<file path="config.mk">
export PLATFORM = sky130hd
export DESIGN_NAME = twos_comp_seq
export DESIGN_NICKNAME = d
export VERILOG_FILES = /design/src/rtl/twos_comp_pkg.sv /design/src/rtl/twos_comp_chunk.sv /design/src/rtl/twos_comp_seq.sv
export SDC_FILE = /design/constraint.sdc
export NUM_CORES = 1
export LEC_CHECK = 0
export CORE_MARGIN = 2
export CORE_UTILIZATION = 56
export CTS_BUF_LIST = sky130_fd_sc_hd__clkbuf_4
export DETAILED_ROUTE_END_ITERATION = 7
export PLACE_DENSITY = 0.94
export SLEW_MARGIN = 15
export SYNTH_ARGS = -nofsm -noshare
export SYNTH_HDL_FRONTEND = slang
export SYNTH_SLANG_ARGS = --single-unit
</file>
<file path="constraint.sdc">
create_clock -name clk -period 7.45 [get_ports clk]
set_input_delay 1.49 -clock clk [delete_from_list [all_inputs] [get_ports clk]]
set_output_delay 1.49 -clock clk [all_outputs]
set_load 0.01 [all_outputs]
</file>
<file path="src/rtl/twos_comp_pkg.sv">
// Shared definitions for the sequential two's-complement unit.
//   - mode encodings (PASS, NEG, ABS, reserved)
//   - FSM state encoding
//   - mode field width
package twos_comp_pkg;

  localparam int unsigned MODE_W = 2;

  localparam logic [MODE_W-1:0] MODE_PASS = 2'b00;
  localparam logic [MODE_W-1:0] MODE_NEG  = 2'b01;
  localparam logic [MODE_W-1:0] MODE_ABS  = 2'b10;
  localparam logic [MODE_W-1:0] MODE_RSVD = 2'b11;

  typedef enum logic [1:0] {
    ST_IDLE = 2'd0,
    ST_BUSY = 2'd1,
    ST_DONE = 2'd2
  } state_e;

endpackage

</file>
<file path="src/rtl/twos_comp_chunk.sv">
// Combinational CHUNK-bit slice of a conditional two's-complement.
//   data_in   : CHUNK-bit operand slice
//   inv       : invert the slice before adding the carry
//   carry_in  : carry from the previous (less significant) slice
//   sum       : CHUNK-bit result slice
//   carry_out : carry into the next slice
module twos_comp_chunk #(
  parameter int unsigned CHUNK = 4
) (
  input  logic [CHUNK-1:0] data_in,
  input  logic             inv,
  input  logic             carry_in,
  output logic [CHUNK-1:0] sum,
  output logic             carry_out
);

  assign {carry_out, sum} = {1'b0, data_in ^ {CHUNK{inv}}} + {{CHUNK{1'b0}}, carry_in};

endmodule

</file>
<file path="src/rtl/twos_comp_seq.sv">
// Multi-cycle two's-complement unit: PASS, NEG or ABS of a WIDTH-bit signed
// operand, CHUNK bits per cycle, LSB chunk first, with valid/ready on both sides.
//   clk, rst_n           : clock, asynchronous active-low reset
//   in_valid / in_ready  : operand handshake (in_ready is combinational)
//   x, mode              : operand and operation (11 behaves as PASS)
//   out_valid / out_ready: result handshake
//   y, ovf               : result, overflow (NEG/ABS of the most negative value)
module twos_comp_seq
  import twos_comp_pkg::*;
#(
  parameter int unsigned WIDTH = 16,
  parameter int unsigned CHUNK = 4
) (
  input  logic              clk,
  input  logic              rst_n,
  input  logic              in_valid,
  output logic              in_ready,
  input  logic [WIDTH-1:0]  x,
  input  logic [MODE_W-1:0] mode,
  output logic              out_valid,
  input  logic              out_ready,
  output logic [WIDTH-1:0]  y,
  output logic              ovf
);

  localparam int unsigned N    = (CHUNK == 0) ? 1 : WIDTH / CHUNK;
  localparam int unsigned IdxW = (N > 1) ? $clog2(N) : 1;

  if ((CHUNK < 1) || (WIDTH < 2) || ((WIDTH % CHUNK) != 0)) begin : g_param_err
    $error("twos_comp_seq: WIDTH must be >= 2 and a multiple of CHUNK");
  end

  state_e            state_q;
  logic [WIDTH-1:0]  x_q;
  logic [WIDTH-1:0]  y_q;
  logic              inv_q;
  logic              carry_q;
  logic              ovf_q;
  logic              out_valid_q;
  logic [IdxW-1:0]   idx_q;

  logic              accept;
  logic              inv_d;
  logic              last_chunk;
  logic [CHUNK-1:0]  chunk_in;
  logic [CHUNK-1:0]  chunk_sum;
  logic              chunk_cout;

  assign in_ready   = (state_q == ST_IDLE) | ((state_q == ST_DONE) & out_ready);
  assign accept     = in_valid & in_ready;
  assign inv_d      = (mode == MODE_NEG) | ((mode == MODE_ABS) & x[WIDTH-1]);
  assign last_chunk = (idx_q == IdxW'(N - 1));

  always_comb begin
    chunk_in = '0;
    for (int k = 0; k < N; k++) begin
      if (idx_q == IdxW'(k)) chunk_in = x_q[k*CHUNK +: CHUNK];
    end
  end

  twos_comp_chunk #(
    .CHUNK(CHUNK)
  ) u_chunk (
    .data_in  (chunk_in),
    .inv      (inv_q),
    .carry_in (carry_q),
    .sum      (chunk_sum),
    .carry_out(chunk_cout)
  );

  always_ff @(posedge clk or negedge rst_n) begin
    if (!rst_n) begin
      state_q     <= ST_IDLE;
      x_q         <= '0;
      y_q         <= '0;
      inv_q       <= 1'b0;
      carry_q     <= 1'b0;
      ovf_q       <= 1'b0;
      out_valid_q <= 1'b0;
      idx_q       <= '0;
    end else begin
      unique case (state_q)
        ST_IDLE: ;
        ST_BUSY: begin
          for (int k = 0; k < N; k++) begin
            if (idx_q == IdxW'(k)) y_q[k*CHUNK +: CHUNK] <= chunk_sum;
          end
          // Carry out of the top chunk is simply left behind: arithmetic is mod 2^WIDTH.
          carry_q <= chunk_cout;
          idx_q   <= idx_q + IdxW'(1);
          if (last_chunk) begin
            state_q     <= ST_DONE;
            out_valid_q <= 1'b1;
          end
        end
        ST_DONE: begin
          if (out_ready) begin
            out_valid_q <= 1'b0;
            state_q     <= ST_IDLE;
          end
        end
        default: state_q <= ST_IDLE;
      endcase

      // Accept is only possible from IDLE or from DONE with out_ready, so it
      // overrides the DONE->IDLE transition above for back-to-back operation.
      if (accept) begin
        state_q <= ST_BUSY;
        x_q     <= x;
        inv_q   <= inv_d;
        carry_q <= inv_d;
        idx_q   <= '0;
        ovf_q   <= inv_d & (x == {1'b1, {(WIDTH-1){1'b0}}});
      end
    end
  end

  assign out_valid = out_valid_q;
  assign y         = y_q;
  assign ovf       = ovf_q;

endmodule
</file>
---- Word-level counts from Yosys, hierarchy flattened ----
Cells that the tools add are included.
operators by class
  $add $sub $neg .......................... 2
  $mul .................................... 0
  divide/modulo/power cells ............... 0
  $lt $le $gt $ge ......................... 0
  equality and inequality tests ........... 13
  shifts and indexed selects .............. 0
  multiplexer cells ....................... 15
  bitwise operators ....................... 7
  reductions and logical operators ........ 10
operators with widths
  operator                                        number
  == test 16 bit (second input constant)          1
  two-way mux 4 bit                               4
  two-way mux 2 bit                               5
  == test 2 bit (second input constant)           4
  AND reduction 2 bit                             4
  == test 2 x 1 -> 1 bit (second input constant)  3
  != test 2 bit (second input constant)           3
  != test 3 bit (second input constant)           2
  one-hot mux 2 bit (3 select lines)              1
  AND reduction 3 bit                             2
  adder 4 x 1 -> 5 bit                            1
  AND 1 bit                                       4
  zero test 2 bit                                 2
  two-way mux 1 bit                               4
  nonzero test 2 bit                              2
  bitwise XOR 4 bit                               1
  adder 2 x 1 -> 2 bit (second input constant)    1
  bitwise OR 1 bit                                2
  one-hot mux 1 bit (2 select lines)              1
storage, ports and cells
  flip-flop bits (word level) ............. 40
  latch bits .............................. 0
  RAM bits ................................ 0
  ROM bits ................................ 0
  input port bits ......................... 22
  output and inout port bits .............. 19
  logic and storage cells ................. 58
  memories kept ........................... 0

---- Longest topological paths before layout ----
  depth in word-level cells ............... 9
  mapped depth ............................ 15
  depth with buffers taken out ............ 14

---- Modules after synthesis ----
From an unflattened synthesis, not the netlist that was laid out.
unflattened totals
  cell total of the unflattened synthesis .. 156
  area total of the unflattened synthesis .. 1975.6 µm²
by module, submodules not included
  module           instances  cells an instance  area each (µm²)  sequential area each (µm²)
  twos_comp_seq    1          137                1824.2           1001.0
  twos_comp_chunk  1          19                 151.4            0.0

---- Worst setup path after synthesis ----
Ideal clock, no wire load.
  path kind ............................... input -> output
  start point ............................. input out_ready
  end point ............................... output in_ready
  arrival ................................. 1790 ps
  data required time ...................... 5960 ps
  slack ................................... 4170 ps
  cell stages on the path ................. 2
  path buffers ............................ 0
  cells stage by stage .................... inv_1 -> a21oi_1
between the ends
  word-level cells in the longest chain between the ends .. 2
ends and longest elaborated chain
  item              RTL line             RTL
  start, declared   twos_comp_seq.sv:21  input logic out_ready,
  AND 1 bit         twos_comp_seq.sv:49  assign in_ready = (state_q == ST_IDLE) | ((state_q == ST_DONE) & out_ready);
  bitwise OR 1 bit  twos_comp_seq.sv:49
  end, declared     twos_comp_seq.sv:17  output logic in_ready,
Every way passes these cells.

---- Final worst setup path ----
Same ends and word-level chain as after synthesis.

==> summary.md <==
| Metric | Value |
|---|---|
| Clk buf depth | `2` |
| Synth area leaders | `dfrtp_1 (53%), nand2_1 (14%), mux2_2 (4.7%), ha_1 (3.9%), a21oi_1 (2.1%)` |
| LEAKAGE | `1.081 nW` |
| Worst path max stage delay | `570 ps` |
| Die W | `62.32 µm` |
| Clock tree sinks | `40` |
| Post-CTS sizing | `0` |
| Row Count | `21` |
| Worst IR Drop VDD | `0.2287 mV` |
| Fin util | `0.7200` |
| Io pins | `41` |
| HPWL after DPL | `2.897 mm` |
| Count leader, synth | `nand2_1` |
| Switching Share | `0.4064` |
| Hold violation count in the final report | `0` |
| Worst-Margin Slew | `837.4 ps` |
| CP Launch Type | `primary input` |
| Hold crit path type | `reg2reg` |
| Cell-internal power | `0.6494 mW` |
| Overall power | `1.094 mW` |
| CORE AREA | `3311 µm²` |
| Fin Clk Skew | `4.395 ps` |
| Commonest cells post-synth | `nand2_1 (70), dfrtp_1 (40), a21oi_1 (8), mux2_2 (8), o21ai_1 (8)` |
| Number of I/O port buffers | `40` |
| Crit Path Max Fanout | `3` |
| Clk_lat worst skew | `340 ps` |
| Max Cap Viol | `0` |
| Post-Syn Area | `1904 µm²` |
| Post-route ant nets | `0` |
| Initial antenna violation count | `0` |
| Crit-path slowest cell | `clkdlybuf4s50_1` |
| Clock power frac | `0.088` |
| Largest net degree at the start of global routing | `41` |
| Finished Layout Cells | `282` |
| Share of cells above drive strength 1 | `0.09746` |
| Final min period | `4343 ps` |
| R2R setup slack | `4730 ps` |
| Outcome | `completed` |
| Cell taking the most area after synthesis | `dfrtp_1` |
| Drt drc | `0` |
| Vias per cell | `5.277` |
| Endpoints failing setup | `0` |
| TritonRoute pass-1 iters | `4` |
| Type of the worst setup path | `in2out` |
| Vias | `1488` |
| Yosys warnings | `0` |
| Routability cong. | `0.7779` |
| Average size of a mapped cell | `9.816 µm²` |
| Main synth FF type | `dfrtp_1` |
| Vias in the first global route | `1466` |
| Fillers | `269` |
| Hold Slack | `489.7 ps` |
| Die Span Y | `62.32 µm` |
| Seq/Total Area, Yosys | `0.5256` |
| Logic pwr share | `0.555` |
| Max-Slew Margin vs Limit | `0.4418` |
| Drt first-iter violations | `79` |
| Layout area overhead | `25.16%` |
| FF+latch count, synth | `40` |
| Seq pwr share | `0.356` |
| Wire per inst | `13.34 µm` |
| Htree depth | `2` |
| N_diodes | `0` |
| Starting Density | `0.5752` |
| Fin crit share | `0.5829` |
| CTS tree | `built` |
| Cts hold-fix bufs | `0` |
| Worst EP arrival | `2850 ps` |
| Final Net Count | `264` |
| Worst-path clk slew | `110 ps` |
| Dpl cells | `275` |
| Syn Nets | `222` |
| Routed WL | `3.762 mm` |
| Gr ovfl total | `0` |
| Most frequent CP cell | `clkdlybuf4s50_1` |
| Setup repair after global routing missed its margin | `no` |
| First-pass GRT wire length | `6.672 mm` |
| Postcts setup bufs | `0` |
| Max Transition Viols Final | `0` |
| Cell Chain, Critical Path | `clkdlybuf4s50_1 -> inv_1 -> a21oi_1 -> clkdlybuf4s50_1` |
| Clk root buf | `clkbuf_4` |
| Crit. End Element | `primary output` |
| Post-synth top area share | `0.5256` |
| Cts bufs inserted | `5` |
| Post-synth cell types | `37` |
| Gate Count Post-Synth | `194` |
| Die ar. | `3883 µm²` |
| Fmax | `230.3 MHz` |
| Tot GR Track Use | `0.2193` |
| PD cells | `459.0 nW/µm²` |
| Fraction of registers with async set or reset after synthesis | `1.000` |
| NetSw | `0.4446 mW` |
| Post-synth EDFFs | `0` |
| Setup TNS | `0 ps` |
| CP required | `5960 ps` |
-- cell usage in the layout, fill, tap and decap left out, drive strengths merged, types with 3 or more instances in the layout --
| cell type | synthesis | routed |
|---|---|---|
| o21ai | 9 | 9 |
| dfrtp | 40 | 40 |
| nor4 | 3 | 3 |
| clkbuf | 4 | 5 |
| a21oi | 8 | 8 |
| mux2 | 8 | 8 |
| o31ai | 3 | 3 |
| nand2 | 70 | 70 |
| and2 | 3 | 3 |
| nor2 | 6 | 6 |
| inv | 6 | 6 |
| clkdlybuf4s50 | 0 | 39 |
| xor2 | 3 | 3 |
| nor2b | 3 | 3 |
| ha | 6 | 6 |
| xnor2 | 4 | 4 |
-- registers in the layout, indices dropped and copies added, names as in the netlist --
register / flops
y: 16
carry_q: 1
out_valid: 1
x_q: 16
state_q: 2
idx_q: 2
ovf: 1
inv_q: 1
-- area by class of cell --
type                            count  area (µm²)  area share
Clock inverter                      2       7.507    0.003150
Inverter                            6       22.52    0.009449
Tap cell                           46       57.56     0.02415
Sequential cell                    40        1001      0.4199
Clock buffer                        5       37.54     0.01575
Multi-Input combinational cell    142       854.6      0.3585
Timing Repair Buffer               41       402.9      0.1690
-- power by group through the flow --
stage | registers [mW] | clock network (mW) | logic (mW)
3_5_place_dp | 0.395 | 0 | 0.611
6_report | 0.390 | 0.0966 | 0.608
3_3_place_gp | 0.388 | 0 | 0.583
4_1_cts | 0.391 | 0.0971 | 0.612
5_1_grt | 0.403 | 0.109 | 0.672
2_1_floorplan | 0.394 | 0 | 0.407
-- path summary, 6_finish.rpt --
check / start / end / depth (start not counted)
max: out_ready / in_ready / 4
min: y[3] / y[3] / 2
max reg2reg: idx_q[0] / y[15] / 14
min reg2reg: y[3] / y[3] / 2
max in group asynchronous: rst_n / x_q[15] / 1
min in group asynchronous: rst_n / y[7] / 1
-- per-stage QoR --
step	area, µm²	setup WS [ps]
after global placement	2338	3125
after floorplan	1904	4170
final	2384	3107
after global routing	2384	3030
after detailed placement	2338	3107
after CTS	2384	3100
-- kinds of logic after synthesis --
kind of cell,after synthesis,synth area share
AND/OR/NAND/NOR,90,0.1998
flip-flops,40,0.5256
multiplexers,8,0.04731
XOR/XNOR,7,0.04994
buffers and inverters,12,0.02562
adder cells (fa/ha/maj),6,0.03942
AO/OA/AOI/OAI,31,0.1123
-- per-layer routing --
layer  part of all wire  routed length, µm  track usage
met2               0.50               1866       0.3601
met5                  0                  0            0
met3              0.056                211      0.05616
met1               0.43               1624       0.2871
met4              0.016                 59      0.07222
-- worst max-delay path: cells and delay by family --
family | cells | cell delay [ps]
buf+inv | 3 | 1140
compound gates | 1 | 220
(Power assumes the default switching activity.)
